### src/rtl/btn_debounce_multi.sv
// btn_debounce_multi: N-channel button synchroniser, tick-based debouncer and auto-repeat pulse generator
module btn_debounce_multi #(
   parameter int N = 2,
   parameter int TICK_CYCLES = 25000,
   parameter int DEBOUNCE_TICKS = 10,
   parameter int REPEAT_DELAY_TICKS = 500,
   parameter int REPEAT_RATE_TICKS = 100,
   parameter bit ACTIVE_HIGH = 1'b1
) (
   input  logic         clk,
   input  logic         rstn,
   input  logic [N-1:0] btn_in,
   input  logic [N-1:0] repeat_en,
   output logic [N-1:0] level,
   output logic [N-1:0] press,
   output logic [N-1:0] release_pulse,
   output logic [N-1:0] repeat_pulse
);
   localparam int MAX_A = DEBOUNCE_TICKS > REPEAT_DELAY_TICKS ? DEBOUNCE_TICKS : REPEAT_DELAY_TICKS;
   localparam int MAX_T = MAX_A > REPEAT_RATE_TICKS ? MAX_A : REPEAT_RATE_TICKS;
   localparam int CW = MAX_T > 1 ? $clog2(MAX_T) : 1;
   localparam int PW = TICK_CYCLES > 1 ? $clog2(TICK_CYCLES) : 1;
   localparam logic [N-1:0] INACTIVE = {N{~ACTIVE_HIGH}};
   localparam logic [CW-1:0] DB_LAST = CW'(DEBOUNCE_TICKS - 1);
   localparam logic [CW-1:0] RD_LAST = CW'(REPEAT_DELAY_TICKS - 1);
   localparam logic [CW-1:0] RR_LAST = CW'(REPEAT_RATE_TICKS - 1);
   localparam logic [PW-1:0] PRE_LAST = PW'(TICK_CYCLES - 1);

   typedef enum logic [2:0] {IDLE, DB_PRESS, HELD, REPEAT, DB_REL} state_t;

   logic [N-1:0] sync0, sync1, s;
   logic [PW-1:0] pre;
   logic tick;

   // two-flop synchroniser, parked at the released level during reset
   always_ff @(posedge clk or negedge rstn) begin
      if (!rstn) begin
         sync0 <= INACTIVE;
         sync1 <= INACTIVE;
      end else begin
         sync0 <= btn_in;
         sync1 <= sync0;
      end
   end

   assign s = sync1 ^ INACTIVE;
   assign tick = pre == PRE_LAST;

   // free-running shared timebase; tick marks the last count of each period
   always_ff @(posedge clk or negedge rstn) begin
      if (!rstn) pre <= '0;
      else pre <= tick ? '0 : pre + 1'b1;
   end

   for (genvar i = 0; i < N; i++) begin : g_ch
      state_t st;
      logic [CW-1:0] cnt;
      logic lvl, prs, rel, rpt;

      // per-channel debounce/repeat FSM; an input change always wins over a tick
      always_ff @(posedge clk or negedge rstn) begin
         if (!rstn) begin
            st <= IDLE;
            cnt <= '0;
            lvl <= 1'b0;
            prs <= 1'b0;
            rel <= 1'b0;
            rpt <= 1'b0;
         end else begin
            prs <= 1'b0;
            rel <= 1'b0;
            rpt <= 1'b0;
            case (st)
               IDLE: if (s[i]) begin
                  st <= DB_PRESS;
                  cnt <= '0;
               end
               DB_PRESS: if (!s[i]) st <= IDLE;
               else if (tick) begin
                  if (cnt == DB_LAST) begin
                     st <= HELD;
                     cnt <= '0;
                     lvl <= 1'b1;
                     prs <= 1'b1;
                  end else cnt <= cnt + 1'b1;
               end
               HELD: if (!s[i]) begin
                  st <= DB_REL;
                  cnt <= '0;
               end else if (!repeat_en[i]) cnt <= '0;
               else if (tick) begin
                  if (cnt == RD_LAST) begin
                     st <= REPEAT;
                     cnt <= '0;
                     prs <= 1'b1;
                     rpt <= 1'b1;
                  end else cnt <= cnt + 1'b1;
               end
               REPEAT: if (!s[i]) begin
                  st <= DB_REL;
                  cnt <= '0;
               end else if (!repeat_en[i]) begin
                  st <= HELD;
                  cnt <= '0;
               end else if (tick) begin
                  if (cnt == RR_LAST) begin
                     cnt <= '0;
                     prs <= 1'b1;
                     rpt <= 1'b1;
                  end else cnt <= cnt + 1'b1;
               end
               DB_REL: if (s[i]) begin
                  st <= HELD;
                  cnt <= '0;
               end else if (tick) begin
                  if (cnt == DB_LAST) begin
                     st <= IDLE;
                     lvl <= 1'b0;
                     rel <= 1'b1;
                  end else cnt <= cnt + 1'b1;
               end
               default: st <= IDLE;
            endcase
         end
      end

      assign level[i] = lvl;
      assign press[i] = prs;
      assign release_pulse[i] = rel;
      assign repeat_pulse[i] = rpt;
   end
endmodule

### config.mk
export PLATFORM = sky130hd
export DESIGN_NAME = btn_debounce_multi
export DESIGN_NICKNAME = d
export VERILOG_FILES = /design/src/rtl/btn_debounce_multi.sv
export SDC_FILE = /design/constraint.sdc
export NUM_CORES = 1
export LEC_CHECK = 0
export ABC_AREA = 1
export CELL_PAD_IN_SITES_DETAIL_PLACEMENT = 0
export CELL_PAD_IN_SITES_GLOBAL_PLACEMENT = 2
export CORE_ASPECT_RATIO = 0.5
export CORE_MARGIN = 3
export CORE_UTILIZATION = 38
export DETAILED_ROUTE_END_ITERATION = 12
export HOLD_SLACK_MARGIN = 0.06
export PLACE_DENSITY = 0.89
export SKIP_LAST_GASP = 1
export SLEW_MARGIN = 5
export SYNTH_ARGS = -nofsm -noshare
export SYNTH_HDL_FRONTEND = slang
export SYNTH_SLANG_ARGS = --single-unit
### constraint.sdc
create_clock -name clk -period 4.7 [get_ports clk]
set_input_delay 0.705 -clock clk [delete_from_list [all_inputs] [get_ports clk]]
set_output_delay 0.705 -clock clk [all_outputs]
set_load 0.02 [all_outputs]
==> summary.md, run 1 <==
| Metric | Value |
|---|---|
| Worst-path clk slew | 0.07 ns |
| Routed len/inst | 12.2 um |
| Max_cap viols | 0 |
| Area share of the largest cell type after synthesis | 37.3% |
| CTS resizes | 0 |
| Placer Congestion | 0.821 |
| Area growth syn-to-layout | 10.1% |
| Setup Fix Bufs, Post-CTS | 0 |
| Worst setup SP type | register |
| CP Capture Type | register |
| Most common cell after layout, fill and taps aside | nand2_1 |
| Min-Delay Path Class | reg2reg |
| Syn. warnings | 0 |
| Die area | 10300 sq um |
| FF-to-FF path depth | 12 |
| Antenna viol nets, final | 0 |
| CTS sink cnt | 51 |
| Minimum clock period | 1.97 ns |
| Core Region | 8370 sq um |
| Final worst setup slack | 2.73 ns |
| Maximum fanout along the worst path | 12 |
| Post-synthesis cell type count | 38 |
| Average size of a mapped cell | 6.95 sq um |
| Switching share of total power | 41.6% |
| Share of flip-flops with an asynchronous set or reset | 100% |
| CTS buffer count | 5 |
| Vias per cell | 4.77 |
| Net switching power | 0.000618 W |
| Combinational share of power | 37.8% |
| Endpoints failing setup | 0 |
| # IOs | 14 |
| Setup TNS | 0 ns |
| Gate Count Post-Synth | 493 |
| Cell Area, Synth | 3430 sq um |
| CTS tree | built |
| Int Power | 0.000867 W |
| Worst Max-Slew Pin Slew | 0.667 ns |
| P per Cell Area | 394 nW/um^2 |
| Hold worst-path end | s[1] |
| Pleak | 1.95 nW |
| Setup CP Type | reg2reg |
| 1st-iter DRT viols | 164 |
| CP most frequent cell | nand2_1 |
| Vias | 2938 |
| Sequential share of power | 36.5% |
| Yosys reg bits | 51 |
| Worst-path cell chain | ha_1 -> nand2_2 -> inv_1 -> nand2_1 -> nor2_2 -> nand2_4 -> nand2_2 -> nand2_1 -> nand2_2 -> nand3_2 -> nand2_1 -> nand2_1 |
| FF-to-FF End | g_ch[0].cnt[8] |
| Skew final | 0.00486 ns |
| CP bufs+invs | 1 |
| Top post-synthesis cells by area | dfrtp_1, nand2_1, nor2_1, nand3_1, inv_1 |
| Row count | 23 |
| Hold_sp | sync0[1] |
| Initial antenna violation count | 0 |
| Tot Pwr | 0.00148 W |
| Area leader, netlist | dfrtp_1 |
| Initial core utilization | 40.9% |
| Critical Path RT | 4.88 ns |
| RSZ-0062 raised after global routing | false |
| Post-synth EDFFs | 0 |
| Syn nets | 504 |
| Pins Over Slew Limit | 0 |
| Largest net degree at the start of global routing | 52 |
| Seq/Total Area, Yosys | 37.3% |
| Fin crit share | 42.0% |
| Clk Latency, worst-skew pair | 0.29 ns |
| Final Util | 45.0% |
| H-tree levels | 2 |
| Number of hold buffers added after CTS | 0 |
| Final hold violations | 0 |
| Finished Layout Cells | 616 |
| Commonest cells after routing, fill and taps aside | nand2_1, nor2_1, dfrtp_1, inv_1, nand3_1 |
| Fillers | 876 |
| Slew Limit Headroom | 55.5% |
| I/O Buffers | 13 |
| Chip height | 73.1 um |
| Nets@finish | 514 |
| Drt pass-1 iters | 4 |
| Max incr delay on CP | 0.37 ns |
| Clock share of power | 25.7% |
| Register area | 1280 sq um |
| Post-Place Cells | 608 |
| All-Layer GR Usage | 15.9% |
| Residual DRC | 0 |
| Post-DP HPWL | 5550 um |
| Reg2Reg Setup Slack | 2.73 ns |
| Diodes inserted | 0 |
| Hold Crit Depth | 0 |
| Worst VDD drop | 0.163 mV |
| Slowest cell on the critical path | dfrtp_1 |
| Die W | 140 um |
| Max Clk Rate | 506 MHz |
| Ratio of cells with drive above 1 in the final layout | 12.3% |
| Area of the multi-input gates | 1830 sq um |
| Final WL | 7520 um |
| Global-route wire length before repair | 13300 um |
| CP arrival | 2.16 ns |
| Status | completed |
| Critical R2R Launch | pre[0] |
| Clock root buffer | clkbuf_16 |
| Vias in the first global route | 2852 |
| Most used flip-flop cell after synthesis | dfrtp_1 |
| GRT overflow | 0 |
| Max clock buf depth | 2 |
| DP Worst Slack | 2.45 ns |
| Delay-heaviest family, CP | simple AND/OR/NAND/NOR gates |
-- per-layer routing --
| metal | share of wire, % | up-vias | GRT usage [%] | wire [um] |
|---|---|---|---|---|
| met5 | 0 | - | 0 | 0 |
| met4 | 0.97 | 0 | 3.76 | 73 |
| met3 | 3.0 | 7 | 3.47 | 225 |
| met2 | 45 | 31 | 25.6 | 3350 |
| met1 | 52 | 1330 | 22.0 | 3880 |
| li1 | - | 1570 | - | - |
-- metrics by stage --
| stage | hold slack [ns] | cell area [sq um] |
|---|---|---|
| final | 0.351 | 3770 |
| after global routing | 0.368 | 3770 |
| after CTS | 0.353 | 3770 |
| after detailed placement | 0.346 | 3620 |
| after global placement | 0.338 | 3620 |
| after floorplan | 0.331 | 3430 |
-- power groups by stage --
stage	logic (W)	clock network [W]	registers [W]
2_1_floorplan	0.000453	0	0.000532
3_3_place_gp	0.000575	0	0.000550
3_5_place_dp	0.000568	0	0.000549
4_1_cts	0.000569	0.000399	0.000541
5_1_grt	0.000647	0.000417	0.000549
6_report	0.000562	0.000382	0.000541
-- cells in the mapped netlist, types with 2 or more instances --
cell type  count
nor3_1         8
nor3_2         2
nor2_8         2
dfrtp_1       51
nand3b_1       2
xnor2_1        3
nor2_4         2
nand3_1       37
xor2_1         9
nor2_2        13
nand2_4        3
nand2_1      147
ha_1           5
o21bai_1       2
nor2_1        71
buf_2          2
o21ai_1        7
nand4_1       11
buf_4          8
o31ai_1        2
inv_2         15
o21ai_0       10
inv_1         48
nand3_2        3
nand2_2        8
a21oi_1       10
-- kinds of logic after synthesis --
group / after synthesis / synth area share [%]
AND/OR/NAND/NOR: 313 / 42.1
flip-flops: 51 / 37.3
AO/OA/AOI/OAI: 38 / 6.43
adder cells (fa/ha/maj): 5 / 1.83
buffers and inverters: 74 / 9.28
XOR/XNOR: 12 / 3.07
-- sequential cells by signal (all words and copies together), names as in the netlist --
signal    flops
g_ch.cnt     18
pre          15
g_ch.st       6
g_ch.lvl      2
g_ch.prs      2
g_ch.rel      2
g_ch.rpt      2
s             2
sync0         2
-- worst max path at each step --
| stage | depth (start not counted) | slack, ns | end | start |
|---|---|---|---|---|
| final | 12 | 2.73 | g_ch[0].cnt[8] | pre[0] |
| after detailed placement | 8 | 2.45 | g_ch[1].cnt[5] | repeat_en[1] |
| after global placement | 7 | 2.47 | g_ch[1].cnt[6] | repeat_en[1] |
| after floorplan | 9 | 3.18 | g_ch[1].cnt[0] | g_ch[1].cnt[0] |
| after CTS | 12 | 2.70 | g_ch[0].cnt[8] | pre[0] |
| after global routing | 12 | 2.52 | g_ch[0].cnt[8] | pre[0] |
-- layout make-up --
cell class              count  area share, %
repair buffers             14           3.52
flip-flops and latches     51           33.8
inverters                  63           6.27
multi-input cells         368           48.6
clock buffers               6           3.68
well taps                 112           3.71
clock inverters             2          0.431
(Power assumes the default switching activity.)
==> inputs of run 2 (changes only) <==
--- a/config.mk
+++ b/config.mk
@@ -10,10 +10,10 @@
 export CELL_PAD_IN_SITES_GLOBAL_PLACEMENT = 2
 export CORE_ASPECT_RATIO = 0.5
 export CORE_MARGIN = 3
-export CORE_UTILIZATION = 38
+export CORE_UTILIZATION = 32
 export DETAILED_ROUTE_END_ITERATION = 12
 export HOLD_SLACK_MARGIN = 0.06
-export PLACE_DENSITY = 0.89
+export PLACE_DENSITY = 0.8
 export SKIP_LAST_GASP = 1
 export SLEW_MARGIN = 5
 export SYNTH_ARGS = -nofsm -noshare
==> constraint.sdc (replaced) <==
create_clock -name clk -period 1.65 [get_ports clk]
set_input_delay 0.2475 -clock clk [delete_from_list [all_inputs] [get_ports clk]]
set_output_delay 0.2475 -clock clk [all_outputs]
set_load 0.02 [all_outputs]
==> run 2 against run 1 <==
Compared with the run above: the flow now finishes with violations (setup timing); clock skew grew 0.00050 ns; non-clock buffer count grew 81; critical path depth shrank 3; via count grew 13%; flip-flop and latch count is the same; largest power group unchanged; maximum frequency grew 20%; clock power grew to 2.7 times the previous value; count of clock-buffer cells in the layout shrank 1; die area grew 18%; core utilization grew 2.2 points.
==> summary.md, run 2 (synthesized netlist as in run 1, its figures left out) <==
| Metric | Value |
|---|---|
| Status | finished, violations left |
| Violated checks | setup timing |
| Die W | 152 um (+8.6%) |
| Biggest register | g_ch.cnt |
| Worst Max-Slew Pin Slew | 0.458 ns (-0.209 ns) |
| Antenna viol nets, final | 0 (unchanged) |
| Post-Place Cells | 698 (+15%) |
| Post-DP HPWL | 6490 um (+17%) |
| Row count | 26 (+13%) |
| Max incr delay on CP | 0.45 ns (+0.08 ns) |
| Final worst setup slack | -0.0000751 ns (-2.73 ns) |
| Pleak | 2.42 nW (+24%) |
| Final hold violations | 0 (unchanged) |
| Critical R2R Launch | pre[3] |
| Placed instance area | 4130 sq um (+14%) |
| Placer Congestion | 0.811 (-1.2%) |
| Reg2Reg Setup Slack | -0.00008 ns (-2.73 ns) |
| Core Region | 10300 sq um (+23%) |
| Chip height | 79.2 um (+8.2%) |
| Clk Latency, worst-skew pair | 0.29 ns (about the same) |
| CTS tree | built |
| Endpoints failing setup | 1 (+1) |
| Final WL | 9340 um (+24%) |
| Maximum fanout along the worst path | 6 (-6) |
| Max Clk Rate | 606 MHz (+20%) |
| Minimum clock period | 1.65 ns (-0.324 ns) |
| Skew final | 0.00536 ns (+0.000503 ns) |
| # IOs | 14 (unchanged) |
| CP Capture Type | register |
| Finished Layout Cells | 730 (+19%) |
| DP Worst Slack | -0.102 ns (-2.56 ns) |
| Setup CP Type | reg2reg |
| Worst Hold Margin | 0.354 ns (+0.00298 ns) |
| 1st-iter DRT viols | 179 (+9.1%) |
| Worst-path clk slew | 0.07 ns (about the same) |
| Residual DRC | 0 (unchanged) |
| GRT overflow | 0 (unchanged) |
| Vias in the first global route | 3258 (+14%) |
| FF-to-FF path depth | 9 (-3) |
| Commonest cells after routing, fill and taps aside | nand2_1, buf_4, nor2_1, dfrtp_1, inv_1 |
| Register area | 1280 sq um (+0.59%) |
| Area growth syn-to-layout | 42.1% |
| Pins Over Slew Limit | 0 (unchanged) |
| Worst setup SP type | register |
| Most common cell after layout, fill and taps aside | nand2_1 |
| I/O Buffers | 13 (unchanged) |
| Setup TNS | -0.0000751 ns (-0.0000751 ns) |
| Fin crit share | 100% (+58 points) |
| Max clock buf depth | 2 (unchanged) |
| CP arrival | 1.88 ns (-0.28 ns) |
| Largest net degree at the start of global routing | 38 (-27%) |
| Worst-path cell chain | inv_2 -> nand2_1 -> nor3_4 -> nand2_4 -> o21ai_2 -> nand2_4 -> nor2_4 -> nand3_1 -> nand2_1 |
| P per Cell Area | 1090 nW/um^2 (+180%) |
| Vias per cell | 4.54 (-4.7%) |
| Fillers | 1020 (+16%) |
| Worst VDD drop | 0.459 mV (+180%) |
| Critical path capture point | g_ch[0].cnt[7] |
| Nets@finish | 600 (+17%) |
| CTS sink cnt | 51 (unchanged) |
| Clock root buffer | clkbuf_16 |
| Min-Delay Path Class | reg2reg |
| Area of the multi-input gates | 2230 sq um (+22%) |
| Slew Limit Headroom | 69.3% (+14 points) |
| Routed len/inst | 12.8 um (+4.7%) |
| Initial core utilization | 33.2% (-7.7 points) |
| Drt pass-1 iters | 4 (unchanged) |
| RSZ-0062 raised after global routing | true |
| Max_cap viols | 0 (unchanged) |
| All-Layer GR Usage | 16.0% (+0.18 points) |
| Diodes inserted | 0 (unchanged) |
| Crit path launch | pre[3] |
| Initial antenna violation count | 0 (unchanged) |
| Largest registers | g_ch.cnt x18, pre x15, g_ch.st x6 |
| FF-to-FF End | g_ch[0].cnt[7] |
| Ratio of cells with drive above 1 in the final layout | 35.1% (+23 points) |
| Die area | 12100 sq um (+18%) |
| H-tree levels | 2 (unchanged) |
| Slowest cell on the critical path | dfrtp_2 |
| Vias | 3317 (+13%) |
| Final Instance Area | 4870 sq um (+29%) |
| CTS buffer count | 5 (unchanged) |
| Critical Path RT | 1.88 ns (-3.00 ns) |
| Global-route wire length before repair | 15800 um (+19%) |
| Max reg flops | 18 (unchanged) |
[run 2: through the flow]
stage	util (%)	power, W
final	47.2	0.00533
after global routing	47.2	0.00573
after CTS	43.7	0.00498
after detailed placement	40.1	0.00349
after global placement	40.1	0.00349
after floorplan	-	0.00281
[run 2: report_power, final]
| group | internal, W | switching, W | total, W |
|---|---|---|---|
| clock network | 0.000560 | 0.000490 | 0.00105 |
| logic | 0.00106 | 0.00169 | 0.00275 |
| registers | 0.00137 | 0.000154 | 0.00152 |
[run 2: worst min-delay path by stage]
stage | startpoint | to | cells after the start
after floorplan | rstn | g_ch[0].cnt[0] | 0
after global placement | rstn | g_ch[0].cnt[4] | 1
after detailed placement | rstn | g_ch[0].cnt[4] | 1
after CTS | sync0[0] | s[0] | 0
after global routing | sync0[0] | s[0] | 0
final | sync0[0] | s[0] | 0
[run 2: worst max-delay path, delay by kind of cell, from the launching register on]
kind / cells / cell delay (ns)
buffers and inverters: 1 / 0.10
AND/OR/NAND/NOR: 7 / 0.91
flip-flops: 1 / 0.45
AO/OA/AOI/OAI: 1 / 0.12
[run 2: final cells by class]
| type | instances | share of cell area (%) |
|---|---|---|
| multi-input combinational | 373 | 45.8 |
| clock buffer | 5 | 2.57 |
| sequential | 51 | 26.4 |
| inverter | 63 | 5.09 |
| tap | 140 | 3.60 |
| timing repair buffer | 95 | 16.1 |
| clock inverter | 3 | 0.411 |
[run 2: timing repair]
item                                    in CTS  in global routing
hold buffers                                 1                  0
buffers inserted                            12                  6
pin swaps                                   15                 43
hold endpoints to repair                    14                  0
endpoints found under the setup margin      21                 36
resized for setup                           23                 81
gates cloned                                 4                  1
[run 2: metal layers]
layer | wire length [um] | track usage, % | share of wire [%] | vias up
met3 | 192 | 2.78 | 2.1 | 4
met5 | 0 | 0 | 0 | -
met1 | 4720 | 22.1 | 51 | 1538
li1 | - | - | - | 1746
met4 | 41 | 2.42 | 0.44 | 0
met2 | 4380 | 27.1 | 47 | 29
==> inputs of run 3 (changes only) <==
--- a/config.mk
+++ b/config.mk
@@ -6,6 +6,7 @@
 export NUM_CORES = 1
 export LEC_CHECK = 0
 export ABC_AREA = 1
+export ABC_CLOCK_PERIOD_IN_PS = 1650
 export CELL_PAD_IN_SITES_DETAIL_PLACEMENT = 0
 export CELL_PAD_IN_SITES_GLOBAL_PLACEMENT = 2
 export CORE_ASPECT_RATIO = 0.5
@@ -14,6 +15,7 @@
 export DETAILED_ROUTE_END_ITERATION = 12
 export HOLD_SLACK_MARGIN = 0.06
 export PLACE_DENSITY = 0.8
+export RECOVER_POWER = 25
 export SKIP_LAST_GASP = 1
 export SLEW_MARGIN = 5
 export SYNTH_ARGS = -nofsm -noshare
==> run 3 against run 2 <==
Compared with the run above: the flow now finishes without violations; maximum frequency barely moved; die area unchanged; combinational power is essentially flat; largest power group unchanged; highest routed layer unchanged.
==> summary.md, run 3 (synthesized netlist as in run 1, its figures left out) <==
| Metric | Value |
|---|---|
| Top layer in use | met4 |
| Clock share of power | 19.7% (about the same) |
| Min-Delay Path Class | reg2reg |
| Status | completed |
| Post-Place Cells | 698 (unchanged) |
| Most common cell after layout, fill and taps aside | nand2_1 |
| Int Power | 0.00299 W (about the same) |
| Max clock buf depth | 2 (unchanged) |
| Switching share of total power | 43.8% (about the same) |
| Minimum clock period | 1.65 ns (-0.000514 ns) |
| Slew Limit Headroom | 34.4% (-35 points) |
| Largest registers | g_ch.cnt x18, pre x15, g_ch.st x6 |
| Pins Over Slew Limit | 0 (unchanged) |
| Met3 Wirelength | 192 um (unchanged) |
| Max reg flops | 18 (unchanged) |
| H-tree levels | 2 (unchanged) |
| Worst Max-Slew Pin Slew | 0.984 ns (+0.526 ns) |
| Vias per cell | 4.54 (about the same) |
| P per Cell Area | 1100 nW/um^2 (about the same) |
| Nets@finish | 600 (unchanged) |
| CP arrival | 1.88 ns (about the same) |
| Hold Crit Depth | 0 (unchanged) |
| Combinational share of power | 51.7% (about the same) |
| Max Clk Rate | 606 MHz (about the same) |
| Biggest register | g_ch.cnt |
| Reg2Reg Setup Slack | 0.0004 ns (about the same) |
| Endpoints failing setup | 0 (-1) |
| Ratio of cells with drive above 1 in the final layout | 34.9% (-0.17 points) |
| Final hold violations | 0 (unchanged) |
| Initial antenna violation count | 0 (unchanged) |
| Finished Layout Cells | 730 (unchanged) |
| I/O Buffers | 13 (unchanged) |
| Fin crit share | 100% (about the same) |
| FF-to-FF path depth | 9 (unchanged) |
| Setup CP Type | reg2reg |
| Final Util | 47.1% (-0.061 points) |
| Fillers | 1022 (+0.20%) |
| Commonest cells after routing, fill and taps aside | nand2_1, buf_4, nor2_1, dfrtp_1, inv_1 |
| FF-to-FF End | g_ch[0].cnt[7] |
| Sequential share of power | 28.6% (about the same) |
| CTS sink cnt | 51 (unchanged) |
| Worst-path cell chain | inv_2 -> nand2_1 -> nor3_4 -> nand2_4 -> o21ai_2 -> nand2_4 -> nor2_4 -> nand3_1 -> nand2_1 |
| Vias in the first global route | 3258 (unchanged) |
| Skew final | 0.00536 ns (-0.00000286 ns) |
| RSZ-0062 raised after global routing | true |
| Drt pass-1 iters | 4 (unchanged) |
| M1 WL | 4730 um (+0.21%) |
| Net switching power | 0.00233 W (about the same) |
| Placer Congestion | 0.811 (unchanged) |
| All-Layer GR Usage | 16.0% (unchanged) |
| Routed len/inst | 12.8 um (about the same) |
| CTS tree | built |
| Slowest cell on the critical path | dfrtp_2 |
| Worst setup SP type | register |
| Area growth syn-to-layout | 41.9% |
| Initial core utilization | 33.2% (unchanged) |
| # IOs | 14 (unchanged) |
| Metal2 WL | 4370 um (-0.16%) |
| Core Region | 10300 sq um (unchanged) |
| Critical R2R Launch | pre[3] |
| Hold_sp | sync0[0] |
| CTS buffer count | 5 (unchanged) |
| Worst-path clk slew | 0.07 ns (about the same) |
| Die W | 152 um (unchanged) |
| Clock root buffer | clkbuf_16 |
| Max incr delay on CP | 0.45 ns (about the same) |
| Largest net degree at the start of global routing | 38 (unchanged) |
| Antenna viol nets, final | 0 (unchanged) |
| Die area | 12100 sq um (unchanged) |
| 1st-iter DRT viols | 179 (unchanged) |
| Vias | 3314 (-0.090%) |
| Post-DP HPWL | 6490 um (unchanged) |
| CP Capture Type | register |
| Maximum fanout along the worst path | 6 (unchanged) |
| Global-route wire length before repair | 15800 um (unchanged) |
| Chip height | 79.2 um (unchanged) |
| Max_cap viols | 0 (unchanged) |
| Pleak | 2.42 nW (-0.17%) |
| Clk Latency, worst-skew pair | 0.29 ns (about the same) |
| Row count | 26 (unchanged) |
| Worst VDD drop | 0.459 mV (about the same) |
| Residual DRC | 0 (unchanged) |
| Critical Path RT | 1.88 ns (about the same) |
| Hold worst-path end | s[0] |
| Final WL | 9340 um (about the same) |
| GRT overflow | 0 (unchanged) |
| Diodes inserted | 0 (unchanged) |
| Worst Hold Margin | 0.354 ns (unchanged) |
run 3: layer usage:
metal / up-vias / track usage [%]
met1: 1535 / 22.1
met3: 4 / 2.78
met5: - / 0
met2: 29 / 27.1
met4: 0 / 2.42
li1: 1746 / -
run 3: worst max-delay path by stage:
| stage | depth (start not counted) | endpoint | slack [ns] | startpoint |
|---|---|---|---|---|
| floorplan | 9 | g_ch[1].cnt[0] | 0.13 | g_ch[1].cnt[0] |
| global placement | 10 | g_ch[0].st[1] | -0.11 | g_ch[0].cnt[1] |
| detailed placement | 12 | g_ch[1].cnt[4] | -0.10 | pre[0] |
| CTS | 10 | pre[11] | -0.01 | pre[1] |
| global route | 11 | g_ch[0].cnt[4] | -0.15 | g_ch[0].cnt[1] |
| finish | 9 | g_ch[0].cnt[7] | 0.0004 | pre[3] |
run 3: worst max-delay path, delay by kind of cell, from the launching register on:
kind	cells	cell delay, ns
compound gates	1	0.12
flops	1	0.45
buf+inv	1	0.10
simple gates	7	0.91
run 3: timing repair:
item,CTS,global route
hold endpoints to repair,14,0
cloned,4,1
resized for setup,23,81
buffers inserted,12,6
pin swaps,15,43
endpoints found under the setup margin,21,36
hold buffers,1,0
run 3: power by group through the flow:
| stage | Combinational, W | Sequential, W | Clock [W] |
|---|---|---|---|
| after global routing | 0.00301 | 0.00155 | 0.00116 |
| after floorplan | 0.00129 | 0.00151 | 0 |
| after detailed placement | 0.00195 | 0.00154 | 0 |
| final | 0.00275 | 0.00152 | 0.00105 |
| after global placement | 0.00195 | 0.00155 | 0 |
| after CTS | 0.00235 | 0.00151 | 0.00111 |
run 3: cell type report:
| cell class | instances | area [sq um] | area share, % |
|---|---|---|---|
| timing repair buffer | 95 | 779 | 16.0 |
| clock buffer | 5 | 125 | 2.57 |
| clock inverter | 3 | 20.0 | 0.412 |
| multi-input combinational | 373 | 2230 | 45.9 |
| inverter | 63 | 248 | 5.10 |
| tap | 140 | 175 | 3.60 |
| sequential | 51 | 1280 | 26.4 |
run 3: stage by stage:
step	area, sq um	TNS (ns)	total power [W]	setup slack (ns)
finish	4860	0	0.00532	0.000439
global route	4860	-2.82	0.00572	-0.146
CTS	4510	-0.0337	0.00498	-0.0127
detailed placement	4130	-1.77	0.00349	-0.102
global placement	4130	-1.41	0.00349	-0.107
floorplan	3430	0	0.00281	0.125
